`src/rtl/count_enable_scheduler_pkg.sv`:
```
// Shared encodings and defaults for the counter-enable scheduler
// and any arbiter built on rr_pick.
package count_sched_pkg;

  localparam logic [1:0] IDLE = 2'b00;
  localparam logic [1:0] RUN  = 2'b01;
  localparam logic [1:0] DONE = 2'b10;

  localparam int NREQ_DEF = 4;
  localparam int LW_DEF   = 4;

  function automatic int ptr_w(input int n);
    return (n > 1) ? $clog2(n) : 1;
  endfunction

endpackage

```
`src/rtl/count_enable_scheduler_rr_pick.sv`:
```
// Round-robin winner select: first set request at or after ptr,
// wrapping modulo NREQ. Purely combinational.
module rr_pick
  import count_sched_pkg::*;
#(
  parameter int NREQ = NREQ_DEF,
  parameter int PW   = ptr_w(NREQ)
) (
  input  logic [NREQ-1:0] i_req,
  input  logic [PW-1:0]   i_ptr,
  output logic [PW-1:0]   o_win,
  output logic            o_valid
);

  always_comb begin : p_pick
    int j;
    logic [PW-1:0] w_idx;
    j       = 0;
    w_idx   = '0;
    o_win   = '0;
    o_valid = |i_req;
    // Scan downward so the closest index to ptr is written last.
    for (int i = NREQ - 1; i >= 0; i--) begin
      j = int'(i_ptr) + i;
      if (j >= NREQ) j = j - NREQ;
      w_idx = PW'(j);
      if (i_req[w_idx]) o_win = w_idx;
    end
  end

endmodule

```
`src/rtl/count_enable_scheduler.sv`:
```
// Moore controller granting one requester at a time the shared
// mod-4 counter enable for a sampled number of cycles.
module count_enable_scheduler
  import count_sched_pkg::*;
#(
  parameter int NREQ = NREQ_DEF,
  parameter int LW   = LW_DEF
) (
  input  logic               clock,
  input  logic               reset,
  input  logic [NREQ-1:0]    req,
  input  logic [NREQ*LW-1:0] len,
  input  logic               y_in,
  output logic               x_out,
  output logic [NREQ-1:0]    grant,
  output logic               busy,
  output logic               done,
  output logic               hit
);

  localparam int PW = ptr_w(NREQ);

  logic [1:0]      r_state;
  logic [NREQ-1:0] r_grant;
  logic [LW-1:0]   r_rem;
  logic            r_hit;
  logic [PW-1:0]   r_ptr;
  logic [PW-1:0]   r_win;

  logic [PW-1:0]   w_win;
  logic            w_valid;
  logic [LW-1:0]   w_len;
  logic [NREQ-1:0] w_onehot;
  logic [PW-1:0]   w_ptr_nxt;

  rr_pick #(
    .NREQ (NREQ),
    .PW   (PW)
  ) u_pick (
    .i_req   (req),
    .i_ptr   (r_ptr),
    .o_win   (w_win),
    .o_valid (w_valid)
  );

  assign w_len = len[int'(w_win)*LW +: LW];

  always_comb begin
    w_onehot        = '0;
    w_onehot[w_win] = 1'b1;
  end

  assign w_ptr_nxt = (int'(r_win) == NREQ - 1) ? '0
                   : r_win + 1'b1;

  always_ff @(posedge clock or posedge reset) begin
    if (reset) begin
      r_state <= IDLE;
      r_grant <= '0;
      r_rem   <= '0;
      r_hit   <= 1'b0;
      r_ptr   <= '0;
      r_win   <= '0;
    end else begin
      unique case (r_state)
        IDLE: begin
          if (w_valid) begin
            r_grant <= w_onehot;
            r_win   <= w_win;
            r_rem   <= w_len;
            r_hit   <= 1'b0;
            r_state <= (w_len != '0) ? RUN : DONE;
          end
        end
        RUN: begin
          r_rem <= r_rem - 1'b1;
          r_hit <= r_hit | y_in;
          // remaining==0 cannot occur here; treat it as last cycle anyway
          if (r_rem <= LW'(1)) r_state <= DONE;
        end
        DONE: begin
          r_state <= IDLE;
          r_grant <= '0;
          r_ptr   <= w_ptr_nxt;
        end
        default: begin
          r_state <= IDLE;
          r_grant <= '0;
        end
      endcase
    end
  end

  assign x_out = (r_state == RUN);
  assign busy  = (r_state != IDLE);
  assign done  = (r_state == DONE);
  assign hit   = (r_state == DONE) & r_hit;
  assign grant = r_grant;

endmodule

```
`config.mk`:
```
export PLATFORM = sky130hd
export DESIGN_NAME = count_enable_scheduler
export DESIGN_NICKNAME = d
export VERILOG_FILES = /design/src/rtl/count_enable_scheduler_pkg.sv /design/src/rtl/count_enable_scheduler_rr_pick.sv /design/src/rtl/count_enable_scheduler.sv
export SDC_FILE = /design/constraint.sdc
export NUM_CORES = 1
export LEC_CHECK = 0
export ABC_AREA = 0
export CORE_MARGIN = 5
export CORE_UTILIZATION = 48
export DETAILED_ROUTE_END_ITERATION = 8
export PLACE_DENSITY = 0.85
export SYNTH_ARGS = -nofsm -noshare
export SYNTH_HDL_FRONTEND = slang
export SYNTH_HIERARCHICAL = 1
export SYNTH_SLANG_ARGS = --single-unit
```
`constraint.sdc`:
```
create_clock -name clock -period 5.9 [get_ports clock]
set_input_delay 0.885 -clock clock [delete_from_list [all_inputs] [get_ports clock]]
set_output_delay 0.885 -clock clock [all_outputs]
set_load 0.02 [all_outputs]
```
# --- After elaboration in Yosys (flattened, before gate mapping) ---
# Cells that the tools add are included.
word_totals:
  reg_bits: 15
  latch_bits: 0
  ramBits: 0
  rom_bits: 0
  inputBits: 23
  elab_cells: 74
  mem_count: 0
classes:
  addsub: 9
  mul: 0
  div_mod_pow: 0
  magnitude_cmp: 11
  eq_ne: 5
  shift: 1
  mux: 29
  bitwise: 3
  reduce_logical: 10
ops:
  columns: ["operator", "n"]
  rows:
  - ["2-to-1 mux 2 bit", 12]
  - ["one-hot mux 4 bit (2 select lines)", 2]
  - ["indexed part select 16 x 5 -> 4 bit", 1]
  - ["less-than comparator 2 x 3 -> 1 bit, second input constant", 5]
  - [">= comparator 3 bit, second input constant", 3]
  - ["binary-select mux 1 bit (select 2 bit)", 4]
  - ["2-to-1 mux 4 bit", 2]
  - ["AND reduction 2 bit", 4]
  - ["subtractor 2 x 1 -> 2 bit, second input constant", 4]
  - ["adder 2 x 2 -> 3 bit, second input constant", 2]
  - ["2-to-1 mux 1 bit", 6]
  - ["equality test 2 x 1 -> 1 bit, second input constant", 2]
  - ["less-or-equal comparator 4 x 1 -> 1 bit, second input constant", 1]
  - ["!= test 2 x 1 -> 1 bit, second input constant", 2]
  - ["one-hot mux 2 bit (2 select lines)", 1]
  - ["nonzero test 2 bit", 2]
  - ["nonzero test 4 bit", 1]
  - ["OR reduction 4 bit", 1]
  - ["subtractor 4 x 1 -> 4 bit, second input constant", 1]
  - ["adder 2 x 1 -> 3 bit, second input constant", 1]
  - [">= comparator 2 x 3 -> 1 bit, second input constant", 1]
  - ["adder 2 x 1 -> 2 bit, second input constant", 1]
  - ["demux 1 bit (select 2 bit)", 1]
  - ["equality test 2 bit, second input constant", 1]
  - ["7 further kinds", 7]

# --- Logic depth before layout (Yosys ltp) ---
depth:
  depth_word: 15
  depth_mapped: 7
  ltp_nobuf: 6

# --- Cells and area by module ---
# The synthesis kept the hierarchy.
modules_own_cells:
  columns: ["module", "instances", "cells_each", "area_per_inst_um2", "seq_area_each_um2"]
  rows:
  - ["count_enable_scheduler", 1, 82, 865.8, 375.4]
  - ["rr_pick", 1, 13, 77.6, 0.0]

# --- Worst setup path after synthesis ---
# Ideal clock, no wire load.
synth_path:
  path_kind: "input port to flip-flop"
  from: "input port req[3]"
  to: "register r_state[0]"
  setup_time_ns: 0.136
  t_arrival_ns: 2.245
  required_time_ns: 5.764
  slack_ns: 3.520
  stages: 6
  n_path_buf: 1
  path_cell_list: "mux2i_1 a211oi_2 buf_6 mux4_2 nor4_2 o32ai_1"
synth_between:
  elab_chain_len: 11
  elab_cells_between_ends: 20
  cone_classes: "eq/ne: 1; shift: 1; mux: 15; reduce/logical: 3"
synth_lines:
  columns: ["item", "line_no", "text"]
  rows:
  - ["from (decl)", "count_enable_scheduler.sv:11", "input logic [NREQ-1:0] req,"]
  - ["binary-select mux 1 bit (select 2 bit)", "count_enable_scheduler_rr_pick.sv:27", "if (i_req[w_idx]) o_win = w_idx;"]
  - ["2-to-1 mux 1 bit (implied by the code)", "count_enable_scheduler_rr_pick.sv:27", null]
  - ["2-to-1 mux 2 bit (3 in a row)", "count_enable_scheduler_rr_pick.sv:27", null]
  - ["2-to-1 mux 2 bit *", "count_enable_scheduler_rr_pick.sv:27", null]
  - ["named net w_win[0]", "count_enable_scheduler.sv:30", "logic [PW-1:0] w_win;"]
  - ["indexed part select 16 x 5 -> 4 bit *", "count_enable_scheduler.sv:46", "assign w_len = len[int'(w_win)*LW +: LW];"]
  - ["nonzero test 4 bit *", "count_enable_scheduler.sv:72", "r_state <= (w_len != '0) ? RUN : DONE;"]
  - ["2-to-1 mux 2 bit *", "count_enable_scheduler.sv:72", null]
  - ["2-to-1 mux 2 bit *", "count_enable_scheduler.sv:67", "if (w_valid) begin"]
  - ["one-hot mux 2 bit (2 select lines) *", "count_enable_scheduler.sv:65", "unique case (r_state)"]
  - ["to (signal assigned)", "count_enable_scheduler.sv:72", null]
  - ["to (decl)", "count_enable_scheduler.sv:23", "logic [1:0] r_state;"]
# The timed path passes the listed nets; every way through them passes the cells marked *. The select of a mux whose other input is x is not followed.
# A chain may end at the register's enable or synchronous reset.

# --- Final worst setup path ---
layout_path:
  from: "input port req[3]"
  to: "register r_state[1]"
# The elaborated chain is that of the path after synthesis.

==> flow_summary.json <==
{
  "outcome": "complete, no violations",
  "cp-start-kind": "input pin",
  "clock_sinks": 15,
  "crit-reg2reg-capture": "r_state[1]",
  "ant_nets": 0,
  "synth_cell_types": 34,
  "wire_per_inst_um": 14.3,
  "worstReg2RegStart": "r_ptr[1]",
  "post_cts_buffers": 0,
  "synth_top_family_by_area": "simple AND/OR/NAND/NOR gates",
  "critical_path_class": "in2reg",
  "synthToLayoutAreaGrowth_pct": 35.5,
  "antenna_found_initial": 0,
  "grt-ovfl-total": 0,
  "yosysSeqAreaShare": 0.398,
  "hold_buffers": 0,
  "core_um2": 1920,
  "power_mw": 0.561,
  "ios": 31,
  "async_reset_ff_frac": 1.00,
  "synth_compound_area_frac": 0.153,
  "place_hpwl_um": 1730,
  "fin_crit_ns": 3.06,
  "via_per_inst": 5.40,
  "cp_data_required_time_ns": 6.14,
  "clockRootBuffer": "clkbuf_4",
  "die_area_um2": 2950,
  "p_leak_nw": 0.535,
  "final.setup_skew_ns": 0.00445,
  "drc": 0,
  "min_from": "grant[2]",
  "crit_fanout": 9,
  "start_util": 0.491,
  "synth_cells": 95,
  "synth-simple-area-share": 0.184,
  "first_pass_iters": 4,
  "drt-total-wl_um": 2160,
  "synth_area_leaders": "dfrtp_1 40%, mux4_2 7.2%, mux2_2 6.0%, a21oi_1 4.8%, ha_1 4.0%",
  "slew_headroom": 0.528,
  "cts.repair.resized": 0,
  "final_hold_viol_count": 0,
  "nNetsFinal": 151,
  "reg2reg_slack_ns": 3.45,
  "crit_arrival_ns": 3.30,
  "post-synth-top-count-cell": "dfrtp_1",
  "syn_nets": 121,
  "cts_tree": "yes",
  "synth_flop_cell": "dfrtp_1",
  "globalplace.congestion": 0.849,
  "grt_pass1_wl_um": 3550,
  "min_path_cells": 2,
  "drt_iter0_drc": 9,
  "grt_pass1_vias": 817,
  "maxCapViolations": 0,
  "die_x_um": 54.3,
  "critPathCaptureType": "flop",
  "synthXorXnorAreaFrac": 0,
  "yosysWarnings": 6,
  "synth_top_area_cell": "dfrtp_1",
  "rsz0062_at_grt": "false",
  "final-max-slew-violation-count": 0,
  "yosys-mux-area-fraction": 0.170,
  "p_per_area_nw_per_um2": 438,
  "netlist_area_um2": 943,
  "ir_worst_vdd_mv": 0.214,
  "nFillCells": 163,
  "portBuffers": 30,
  "worst_slew_pin_slew_ns": 0.706,
  "post-route-period-util": 0.519,
  "numCtsBuffers": 3,
  "clock_latency_ns": 0.29,
  "synth_adder_area_share": 0.0398,
  "ys_seq_elements": 15,
  "hold_class": "reg2reg",
  "hold_path_end": "grant[2]",
  "setup_viol": 0,
  "grtUsageTotal": 0.165,
  "synth_edf_count": 0,
  "final-instance-count-excl-fill": 151,
  "reg2reg_depth": 5,
  "fmax_ghz": 0.326,
  "synth_commonest_cells": "15 x dfrtp_1, 10 x nor2_1, 9 x a21oi_1, 9 x nand2_1, 7 x inv_1",
  "grt_start_max_net_pins": 16,
  "hold_ws_ns": 0.525,
  "clockBufferDepth": 2,
  "cts_max_level": 1,
  "antenna_cells": 0,
  "num_vias": 816,
  "die_h_um": 54.3,
  "postSynthAreaPerCell_um2": 9.93,
  "rows": 16,
  "synth_top_area_share": 0.398,
  "tns_ns": 0,
  "drive_above_1_share": 0.129,
  "dp_cells": 147,
  "clkTransAtPathRegs_ns": 0.10
}
## worst max-delay path, stage by stage
cell             delay [ns]
clkdlybuf4s50_1        0.52
mux2i_1                0.10
a211oi_2               0.64
mux4_2                 0.62
nor4_2                 0.34
a22o_1                 0.19
## metal layers
| metal | track usage | part of all wire |
|---|---|---|
| met3 | 0.0218 | 0.041 |
| met4 | 0.0747 | 0.016 |
| met5 | 0 | 0 |
| met2 | 0.275 | 0.50 |
| met1 | 0.212 | 0.44 |
## cell usage in the layout, fill, tap and decap left out, types with 2 or more instances in the layout
master,count
a21oi_1,9
dfrtp_1,15
nand2_1,9
o22ai_1,2
nand3b_1,2
ha_1,3
mux2_2,5
inv_1,7
clkdlybuf4s50_1,30
nor2_1,10
mux4_2,3
nand2b_1,4
clkbuf_4,3
## cell type report
class / instances / area [um^2] / area share
inverters: 7 / 26.3 / 0.0205
flip-flops and latches: 15 / 375 / 0.294
well taps: 27 / 33.8 / 0.0264
multi-input cells: 68 / 515 / 0.403
clock buffers: 3 / 22.5 / 0.0176
repair buffers: 30 / 300 / 0.235
clock inverters: 1 / 5.00 / 0.00391
## per-stage QoR
step	utilization	setup WS [ns]	area, um^2
5_1_grt	0.665	2.68	1280
4_1_cts	0.665	2.83	1280
6_report	0.665	2.84	1280
3_3_place_gp	0.651	2.65	1250
2_1_floorplan	-	3.52	943
3_5_place_dp	0.651	2.50	1250
## kinds of logic (layout without fill, tap and decap cells)
group	count (synthesis)	count (layout)
buf+inv	12	41
flops	15	15
simple gates	34	34
mux	10	10
compound gates	21	21
fa+ha+maj	3	3
## worst max-delay path by stage
stage,from,to
final,req[3],r_state[1]
after global routing,req[3],r_state[1]
after CTS,req[3],r_state[1]
after detailed placement,req[3],r_state[0]
after global placement,req[3],r_state[0]
after floorplan,req[3],r_state[0]
## flip-flops by register name, indices dropped and copies added, names as in the netlist
name and flops:
r_hit 1, r_rem 4, r_state 2, r_ptr 2
grant 4, r_win 2
## power breakdown
part	switching [mW]	internal, mW	total, mW
registers	0.0476	0.150	0.197
clock network	0.0371	0.0252	0.0623
logic	0.146	0.155	0.301
No activity file was read; power rests on OpenSTA's default activity.
